==> config.mk <==
export PLATFORM = sky130hd
export DESIGN_NAME = bcd_stopwatch_cnt
export DESIGN_NICKNAME = d
export VERILOG_FILES = /design/src/rtl/bcd_stopwatch_cnt_pkg.sv /design/src/rtl/bcd_stopwatch_cnt_digit.sv /design/src/rtl/bcd_stopwatch_cnt.sv
export SDC_FILE = /design/constraint.sdc
export NUM_CORES = 1
export LEC_CHECK = 0
export ABC_AREA = 1
export CAP_MARGIN = 40
export CORE_UTILIZATION = 55
export CTS_BUF_LIST = sky130_fd_sc_hd__clkbuf_16
export CTS_CLUSTER_DIAMETER = 30
export DETAILED_ROUTE_END_ITERATION = 7
export PLACE_DENSITY_LB_ADDON = 0.3
export SLEW_MARGIN = 25
export SYNTH_ARGS = -nofsm -noshare
export SYNTH_HDL_FRONTEND = slang
export SYNTH_SLANG_ARGS = --single-unit
==> constraint.sdc <==
create_clock -name CLK -period 4.6 [get_ports CLK]
set_clock_uncertainty 0.2 [all_clocks]
set_input_delay 0.92 -clock CLK [delete_from_list [all_inputs] [get_ports CLK]]
set_output_delay 0.92 -clock CLK [all_outputs]
set_load 0.05 [all_outputs]
==> src/rtl/bcd_stopwatch_cnt_pkg.sv <==
// Shared BCD digit type, digit limits and the preset clamp used by the stopwatch core.
package bcd_stopwatch_cnt_pkg;

  typedef logic [3:0] bcd_t;

  localparam bcd_t BCD_MAX = 4'd9;
  localparam bcd_t BCD_MIN = 4'd0;

  // Preset nibbles above 9 are forced to 9 so no illegal BCD can be loaded.
  function automatic bcd_t bcd_clamp(input bcd_t d);
    return (d > BCD_MAX) ? BCD_MAX : d;
  endfunction

endpackage

==> src/rtl/bcd_stopwatch_cnt_digit.sv <==
// One BCD digit: clear > load > step, wrapping 9->0 up and 0->9 down.
module bcd_stopwatch_cnt_digit
  import bcd_stopwatch_cnt_pkg::*;
(
  input  logic CLK,
  input  logic RST,
  input  logic en,
  input  logic dir,
  input  logic clr,
  input  logic load,
  input  bcd_t ld_val,
  output bcd_t val,
  output bcd_t nxt,
  output logic at_max,
  output logic at_min
);

  bcd_t val_q, val_d;

  always_comb begin
    val_d = val_q;
    if (clr) begin
      val_d = BCD_MIN;
    end else if (load) begin
      val_d = bcd_clamp(ld_val);
    end else if (en) begin
      if (dir) val_d = (val_q == BCD_MIN) ? BCD_MAX : val_q - 4'd1;
      else     val_d = (val_q == BCD_MAX) ? BCD_MIN : val_q + 4'd1;
    end
  end

  always_ff @(posedge CLK) begin
    if (RST) val_q <= BCD_MIN;
    else     val_q <= val_d;
  end

  assign val    = val_q;
  assign nxt    = val_d;
  assign at_max = (val_q == BCD_MAX);
  assign at_min = (val_q == BCD_MIN);

endmodule

==> src/rtl/bcd_stopwatch_cnt.sv <==
// N-digit BCD stopwatch/countdown: prescaler, run/hold/done/ovf control and digit carry chain.
module bcd_stopwatch_cnt
  import bcd_stopwatch_cnt_pkg::*;
#(
  parameter int unsigned NDIG     = 4,
  parameter int unsigned TICK_DIV = 100_000_000
) (
  input  logic              CLK,
  input  logic              RST,
  input  logic              BTN_SS,
  input  logic              CLR,
  input  logic              LOAD,
  input  logic [4*NDIG-1:0] LOAD_VAL,
  input  logic              DIR,
  input  logic              LAP,
  output logic [4*NDIG-1:0] VAL,
  output logic              RUN,
  output logic              HOLD,
  output logic              OVF,
  output logic              DONE
);

  localparam int unsigned PW = (TICK_DIV > 2) ? $clog2(TICK_DIV) : 1;
  localparam logic [PW-1:0] PRESC_MAX = PW'(TICK_DIV - 1);
  localparam logic [4*NDIG-1:0] CNT_ONE = (4*NDIG)'(1);

  logic [PW-1:0]     presc_q, presc_d;
  logic              run_q, run_d, hold_q, hold_d, done_q, done_d, ovf_q, ovf_d;
  logic [4*NDIG-1:0] snap_q, snap_d, val_q, val_d;
  logic [4*NDIG-1:0] count, count_nxt;
  logic [NDIG-1:0]   at_max, at_min, en;
  logic [NDIG:0]     carry, borrow;
  logic              tick, step_ok, term, all_max, all_min;

  assign carry[0]  = 1'b1;
  assign borrow[0] = 1'b1;

  for (genvar i = 0; i < NDIG; i++) begin : g_digit
    assign carry[i+1]  = carry[i] & at_max[i];
    assign borrow[i+1] = borrow[i] & at_min[i];
    assign en[i]       = step_ok & (DIR ? borrow[i] : carry[i]);

    bcd_stopwatch_cnt_digit u_digit (
      .CLK    (CLK),
      .RST    (RST),
      .en     (en[i]),
      .dir    (DIR),
      .clr    (CLR),
      .load   (LOAD),
      .ld_val (LOAD_VAL[4*i +: 4]),
      .val    (count[4*i +: 4]),
      .nxt    (count_nxt[4*i +: 4]),
      .at_max (at_max[i]),
      .at_min (at_min[i])
    );
  end

  assign all_max = carry[NDIG];
  assign all_min = borrow[NDIG];
  assign tick    = run_q & (presc_q == PRESC_MAX);
  // A down step from zero would borrow to all nines; suppress it and stop instead.
  assign step_ok = tick & ~(DIR & all_min);
  assign term    = tick & DIR & (all_min | (count == CNT_ONE));

  always_comb begin
    presc_d = presc_q;
    run_d   = run_q;
    done_d  = done_q;
    ovf_d   = 1'b0;
    hold_d  = hold_q;
    snap_d  = snap_q;
    val_d   = hold_q ? snap_q : count;
    if (CLR) begin
      presc_d = '0;
      run_d   = 1'b0;
      done_d  = 1'b0;
      hold_d  = 1'b0;
      val_d   = '0;
    end else begin
      if (LOAD) begin
        presc_d = '0;
        run_d   = 1'b0;
        done_d  = 1'b0;
      end else begin
        if (tick)       presc_d = '0;
        else if (run_q) presc_d = presc_q + 1'b1;
        ovf_d = tick & ~DIR & all_max;
        if (term) begin
          run_d  = 1'b0;
          done_d = 1'b1;
        end
        if (BTN_SS) begin
          if (run_q) begin
            run_d = 1'b0;
          end else if (!(DIR && all_min)) begin
            run_d  = 1'b1;
            done_d = 1'b0;
          end
        end
      end
      if (LAP) begin
        hold_d = ~hold_q;
        if (!hold_q) snap_d = count_nxt;
      end
    end
  end

  always_ff @(posedge CLK) begin
    if (RST) begin
      presc_q <= '0;
      run_q   <= 1'b0;
      hold_q  <= 1'b0;
      done_q  <= 1'b0;
      ovf_q   <= 1'b0;
      snap_q  <= '0;
      val_q   <= '0;
    end else begin
      presc_q <= presc_d;
      run_q   <= run_d;
      hold_q  <= hold_d;
      done_q  <= done_d;
      ovf_q   <= ovf_d;
      snap_q  <= snap_d;
      val_q   <= val_d;
    end
  end

  assign VAL  = val_q;
  assign RUN  = run_q;
  assign HOLD = hold_q;
  assign OVF  = ovf_q;
  assign DONE = done_q;

endmodule

After elaboration in Yosys (flattened, before gate mapping)
Cells that the tools add are included.
Widths: inputs -> output; s select.
{ "word_totals": {"ff_bits": 79, "inputBits": 23, "out_inout_bits": 20, "word_cells": 100} }
{ "op_classes": {"addsub": 9, "n_lt_le_gt_ge": 4, "n_eq_ne": 6, "mux": 40, "n_bitwise": 21, "n_reduce_logical": 9} }
{ "op_table": {"columns": ["op", "count"], "rows": [
  ["$mux 4", 28],
  ["$add 27x1->27 const B", 1],
  ["$eq 27x27->1 const B", 1],
  ["$add 4x1->4 const B", 4],
  ["$and 1x1->1", 16],
  ["$eq 16x1->1 const B", 1],
  ["$eq 4x4->1 const B", 4],
  ["$gt 4x4->1 const B", 4],
  ["$logic_not 4->1", 4],
  ["$mux 16", 1],
  ["$sub 4x1->4 const B", 4],
  ["$mux 1", 11],
  ["$not 1->1", 4],
  ["$reduce_or 4->1", 1],
  ["$reduce_and 3->1", 1],
  ["$reduce_or 3->1", 1],
  ["$reduce_or 2->1", 1],
  ["$logic_and 1x1->1", 1],
  ["$or 1x1->1", 1]
]} }

Longest topological paths before layout
{ "depth": {"ltp_word": 11, "ltp_mapped": 14} }

Cells and area by module
Synthesis repeated with hierarchy kept, for this count alone.
{ "hier_totals": {"cells_unflattened": 736, "area_unflattened_um2": 4773.3} }
{ "by_module_without_submodules": {"columns": ["module", "instances", "cells_each", "area_each_um2", "seq_area_each_um2"], "rows": [
  ["bcd_stopwatch_cnt", 1, 416, 3011.6, 1261.2],
  ["bcd_stopwatch_cnt_digit", 4, 80, 440.4, 80.1]
]} }

Worst setup path after synthesis
No wires, ideal clock.
{ "synth_timing": {"path_type": "in2reg", "start": "input DIR", "end": "register snap_q[7]", "setup_time_ns": 0.132, "t_arrival_ns": 1.906, "required_ns": 4.268, "setup_slack_ns": 2.362, "stages": 11, "n_path_buf": 2, "cell_sequence": "buf_2 inv_1 buf_2 nand2_1 nand2_1 inv_1 nand3_2 nand2_1 nand3_1 nand3_1 a21oi_1"} }
{ "synth_between": {"elab_chain_len": 7, "elab_cells_between_ends": 9, "classes_between": "5 x mux; 4 x bitwise"} }
{ "synth_lines": {"columns": ["element", "line", "source"], "rows": [
  ["start: declaration", "bcd_stopwatch_cnt.sv:14", "input logic DIR,"],
  ["$and 1x1->1", "bcd_stopwatch_cnt.sv:62", "assign step_ok = tick & ~(DIR & all_min);"],
  ["$not 1->1", "bcd_stopwatch_cnt.sv:62", null],
  ["$and 1x1->1", "bcd_stopwatch_cnt.sv:62", null],
  ["$and 1x1->1", "bcd_stopwatch_cnt.sv:41", "assign en[i] = step_ok & (DIR ? borrow[i] : carry[i]);"],
  ["$mux 4 *", "bcd_stopwatch_cnt_digit.sv:26", "end else if (en) begin"],
  ["$mux 4 *", "bcd_stopwatch_cnt_digit.sv:24", "end else if (load) begin"],
  ["$mux 4 *", "bcd_stopwatch_cnt_digit.sv:22", "if (clr) begin"],
  ["end signal: assignment", "bcd_stopwatch_cnt.sv:123", "snap_q <= snap_d;"],
  ["end: declaration", "bcd_stopwatch_cnt.sv:29", "logic [4*NDIG-1:0] snap_q, snap_d, val_q, val_d;"]
]} }
Every way passes the cells marked *; elsewhere a longest branch is shown, timed or not.
A chain may end at the register's enable or synchronous reset.

Worst setup path in the final report
{ "layout_timing": {"start": "input DIR", "end": "register snap_q[1]"} }
{ "layout_between": {"elab_chain_len": 6, "elab_cells_between_ends": 7, "classes_between": "4 x mux; 3 x bitwise"} }
{ "layout_lines": {"columns": ["element", "line"], "rows": [
  ["$and 1x1->1", "bcd_stopwatch_cnt.sv:62"],
  ["$not 1->1", "bcd_stopwatch_cnt.sv:62"],
  ["$and 1x1->1", "bcd_stopwatch_cnt.sv:62"],
  ["$mux 4 *", "bcd_stopwatch_cnt_digit.sv:26"],
  ["$mux 4 *", "bcd_stopwatch_cnt_digit.sv:24"],
  ["$mux 4 *", "bcd_stopwatch_cnt_digit.sv:22"]
]} }
Marks and branches as above.

==> impl_results.md <==
* Initial core utilization at 0.571
* Layout fillers at 704
* Synth warn at 0
* Clk_lat worst skew at 0.34 ns
* Drt first-iter violations at 282
* Startpoint Class: input pin
* Worst-path cell chain: clkdlybuf4s50_1 > buf_4 > inv_1 > nor2_1 > nand3_1 > inv_1 > nor2_4 > nand2_1 > o211ai_1 > nand3_1 > nand2_1 > inv_1
* Port bufs at 42
* I/O pin total at 43
* Final Util at 0.673
* Max incr delay on CP at 0.43 ns
* Tot GR Track Use at 0.288
* First-pass GRT wire length at 19.5 mm
* Final setup viols at 0
* CTS root buf: clkbuf_16
* Postcts setup bufs at 0
* Clk sinks at 79
* Total CTS buffers at 9
* GRT overflow at 0
* Drt total wl at 11.4 mm
* Max-cap viol count at 0
* PwrDens at 318 nW/um^2
* GPL Wtd Cong at 0.919
* RSZ-0062 raised after global routing: false
* Crit. End Element: flip-flop
* Status: finished, final reports clean
* Initial DRT Pass Iterations at 5
* Area Overhead vs Synth at 17.8%
* Seq/Total Area, Yosys at 0.356
* Maximum clock insertion buffer count at 2
* Row cnt at 32
* Antenna violations before repair at 0
* Antenna Violating Nets Remaining at 0
* Final Max Tran Viols at 0
* Synth Register Bits at 79
* Diodes inserted at 0
* Slew @ Worst Pin at 0.640 ns
* Die ar. at 8430 um^2
* Setup TNS at 0 ns
* Number of global-route vias before repair at 4327
* Mean Syn Cell Area at 6.78 um^2
* Die X at 91.8 um
* Nets at 728
* WL/cell at 14.2 um
* Layout cells sized above 1 at 0.0703
* Number of H-tree levels at 3
* Via count at 4453
* Largest net degree at the start of global routing at 33
* Async SR Flop Fraction at 0
* Arrival time worst endpoint at 3.23 ns
* CP Class: in2reg
* CP required at 4.64 ns
* Critical path's slowest cell: nand3_1
* Cell with the most instances on the worst path: inv_1
* Distinct cells, synth at 34
* Netlist Area Pre-Place at 4440 um^2
* Post-CTS Hold Buffers at 0
* CTS tree: built
* Slew HR at 0.569
* Post-cts sizing count at 0
* Top_reg_cell synth: dfxtp_1
* Leak pwr at 2.02 nW
* Worst-path clk slew at 0.06 ns
* Number of enable flip-flop cells after synthesis at 0
* DR vias/cell at 5.57
* Final Hold Viols at 0
* Fmax achieved at 0.313 GHz
* Worst Path Max Fanout at 19
* Cells after Synth at 655
* Core ar. at 7770 um^2
* Crit share post-route at 0.695
* Dpl hpwl at 8.30 mm
* Worst vdd ir at 0.202 mV
* Hold Crit Class: reg2reg
* Final critical-path required period at 3.20 ns
* Die height at 91.8 um
* # DRC at 0
* Syn nets at 691
## final timing paths
kind                                               end                                  from  depth (start not counted)  slack, ns
worst max-delay path            snap_q[1]$_SDFFE_PP0P_                                   DIR                         12       1.40
worst min-delay path            snap_q[2]$_SDFFE_PP0P_                snap_q[2]$_SDFFE_PP0P_                          2       0.26
worst max register to register  snap_q[1]$_SDFFE_PP0P_  g_digit[0].u_digit.val[0]$_SDFF_PP0_                         12       1.92
worst min register to register  snap_q[2]$_SDFFE_PP0P_                snap_q[2]$_SDFFE_PP0P_                          2       0.26
## layer usage
metal | vias to the layer above | wire [um] | part of all wire | GRT usage
li1 | 2231 | - | - | -
met1 | 2070 | 5040 | 0.44 | 0.358
met2 | 128 | 5510 | 0.48 | 0.489
met3 | 24 | 579 | 0.051 | 0.0589
met4 | 0 | 233 | 0.021 | 0.107
met5 | - | 0 | 0 | 0
## layout by cell type, fill, tap and decap left out, types with 5 or more instances in the layout
| cell | instances |
|---|---|
| a21oi_1 | 63 |
| buf_4 | 5 |
| clkbuf_16 | 9 |
| clkdlybuf4s50_1 | 42 |
| dfxtp_1 | 79 |
| ha_1 | 13 |
| inv_1 | 58 |
| inv_2 | 5 |
| nand2_1 | 139 |
| nand2_2 | 5 |
| nand3_1 | 64 |
| nand4_1 | 18 |
| nor2_1 | 82 |
| nor2_4 | 5 |
| nor3_1 | 11 |
| o211ai_1 | 5 |
| o21ai_0 | 37 |
| xnor2_1 | 5 |
| xor2_1 | 14 |
## cell type report
type / instances / area, um^2 / area share
Clock buffer: 9 / 225 / 0.0431
Clock inverter: 7 / 88.8 / 0.0170
Inverter: 64 / 240 / 0.0459
Multi-Input combinational cell: 490 / 2500 / 0.477
Sequential cell: 79 / 1580 / 0.302
Tap cell: 102 / 128 / 0.0244
Timing Repair Buffer: 48 / 469 / 0.0897
## registers in the layout, indices dropped and copies added, names as in the netlist
name,flops
OVF,1
VAL,16
RUN,1
presc_q,27
HOLD,1
DONE,1
g_digit.u_digit.val,16
snap_q,16
## cells by family (layout without fill, tap and decap cells)
kind of cell | Yosys count | in the layout | share of synthesized area
compound gates | 115 | 115 | 0.138
xor+xnor | 19 | 19 | 0.0375
fa+ha+maj | 13 | 13 | 0.0367
buf+inv | 86 | 128 | 0.0812
flops | 79 | 79 | 0.356
simple gates | 343 | 343 | 0.350
## cells in the mapped netlist, types with 2 or more instances
library cell / count / area (um^2)
a211oi_1: 2 / 15.0
a21boi_0: 2 / 15.0
a21oi_1: 63 / 315
buf_2: 9 / 45.0
buf_6: 3 / 33.8
clkbuf_1: 9 / 33.8
clkinv_1: 2 / 7.51
dfxtp_1: 79 / 1580
ha_1: 13 / 163
inv_1: 57 / 214
inv_2: 5 / 18.8
nand2_1: 139 / 522
nand2_2: 5 / 31.3
nand3_1: 64 / 320
nand3_2: 4 / 40.0
nand4_1: 18 / 113
nor2_1: 82 / 308
nor2_2: 4 / 25.0
nor2_4: 5 / 56.3
nor3_1: 11 / 55.1
nor3b_1: 2 / 15.0
nor4_1: 4 / 25.0
o211ai_1: 5 / 37.5
o21a_1: 4 / 30.0
o21ai_0: 37 / 185
or2_2: 2 / 12.5
xnor2_1: 5 / 43.8
xor2_1: 14 / 123
## where the power goes
| group | internal (mW) | switching [mW] | leakage, nW |
|---|---|---|---|
| clock network | 0.471 | 0.288 | 0.153 |
| logic | 0.0681 | 0.122 | 1.22 |
| registers | 0.700 | 0.0138 | 0.641 |
| total | 1.24 | 0.424 | 2.02 |
## per-stage QoR
stage | total power [mW] | setup WS, ns | area [um^2] | hold slack, ns | cells
floorplan | 0.854 | 2.36 | 4440 | 0.236 | 655
global placement | 0.911 | 1.23 | 4900 | 0.252 | 782
detailed placement | 0.915 | 1.11 | 4900 | 0.254 | 782
CTS | 1.66 | 1.42 | 5220 | 0.263 | 798
global route | 1.73 | 1.23 | 5230 | 0.284 | 799
finish | 1.66 | 1.40 | 5230 | 0.261 | 799
## worst max-delay path, delay by kind of cell
kind                   cells  cell delay (ns)
AO/OA/AOI/OAI              1             0.13
buffers and inverters      5             1.07
AND/OR/NAND/NOR            6             1.10
No activity file was read; power rests on OpenSTA's default activity.
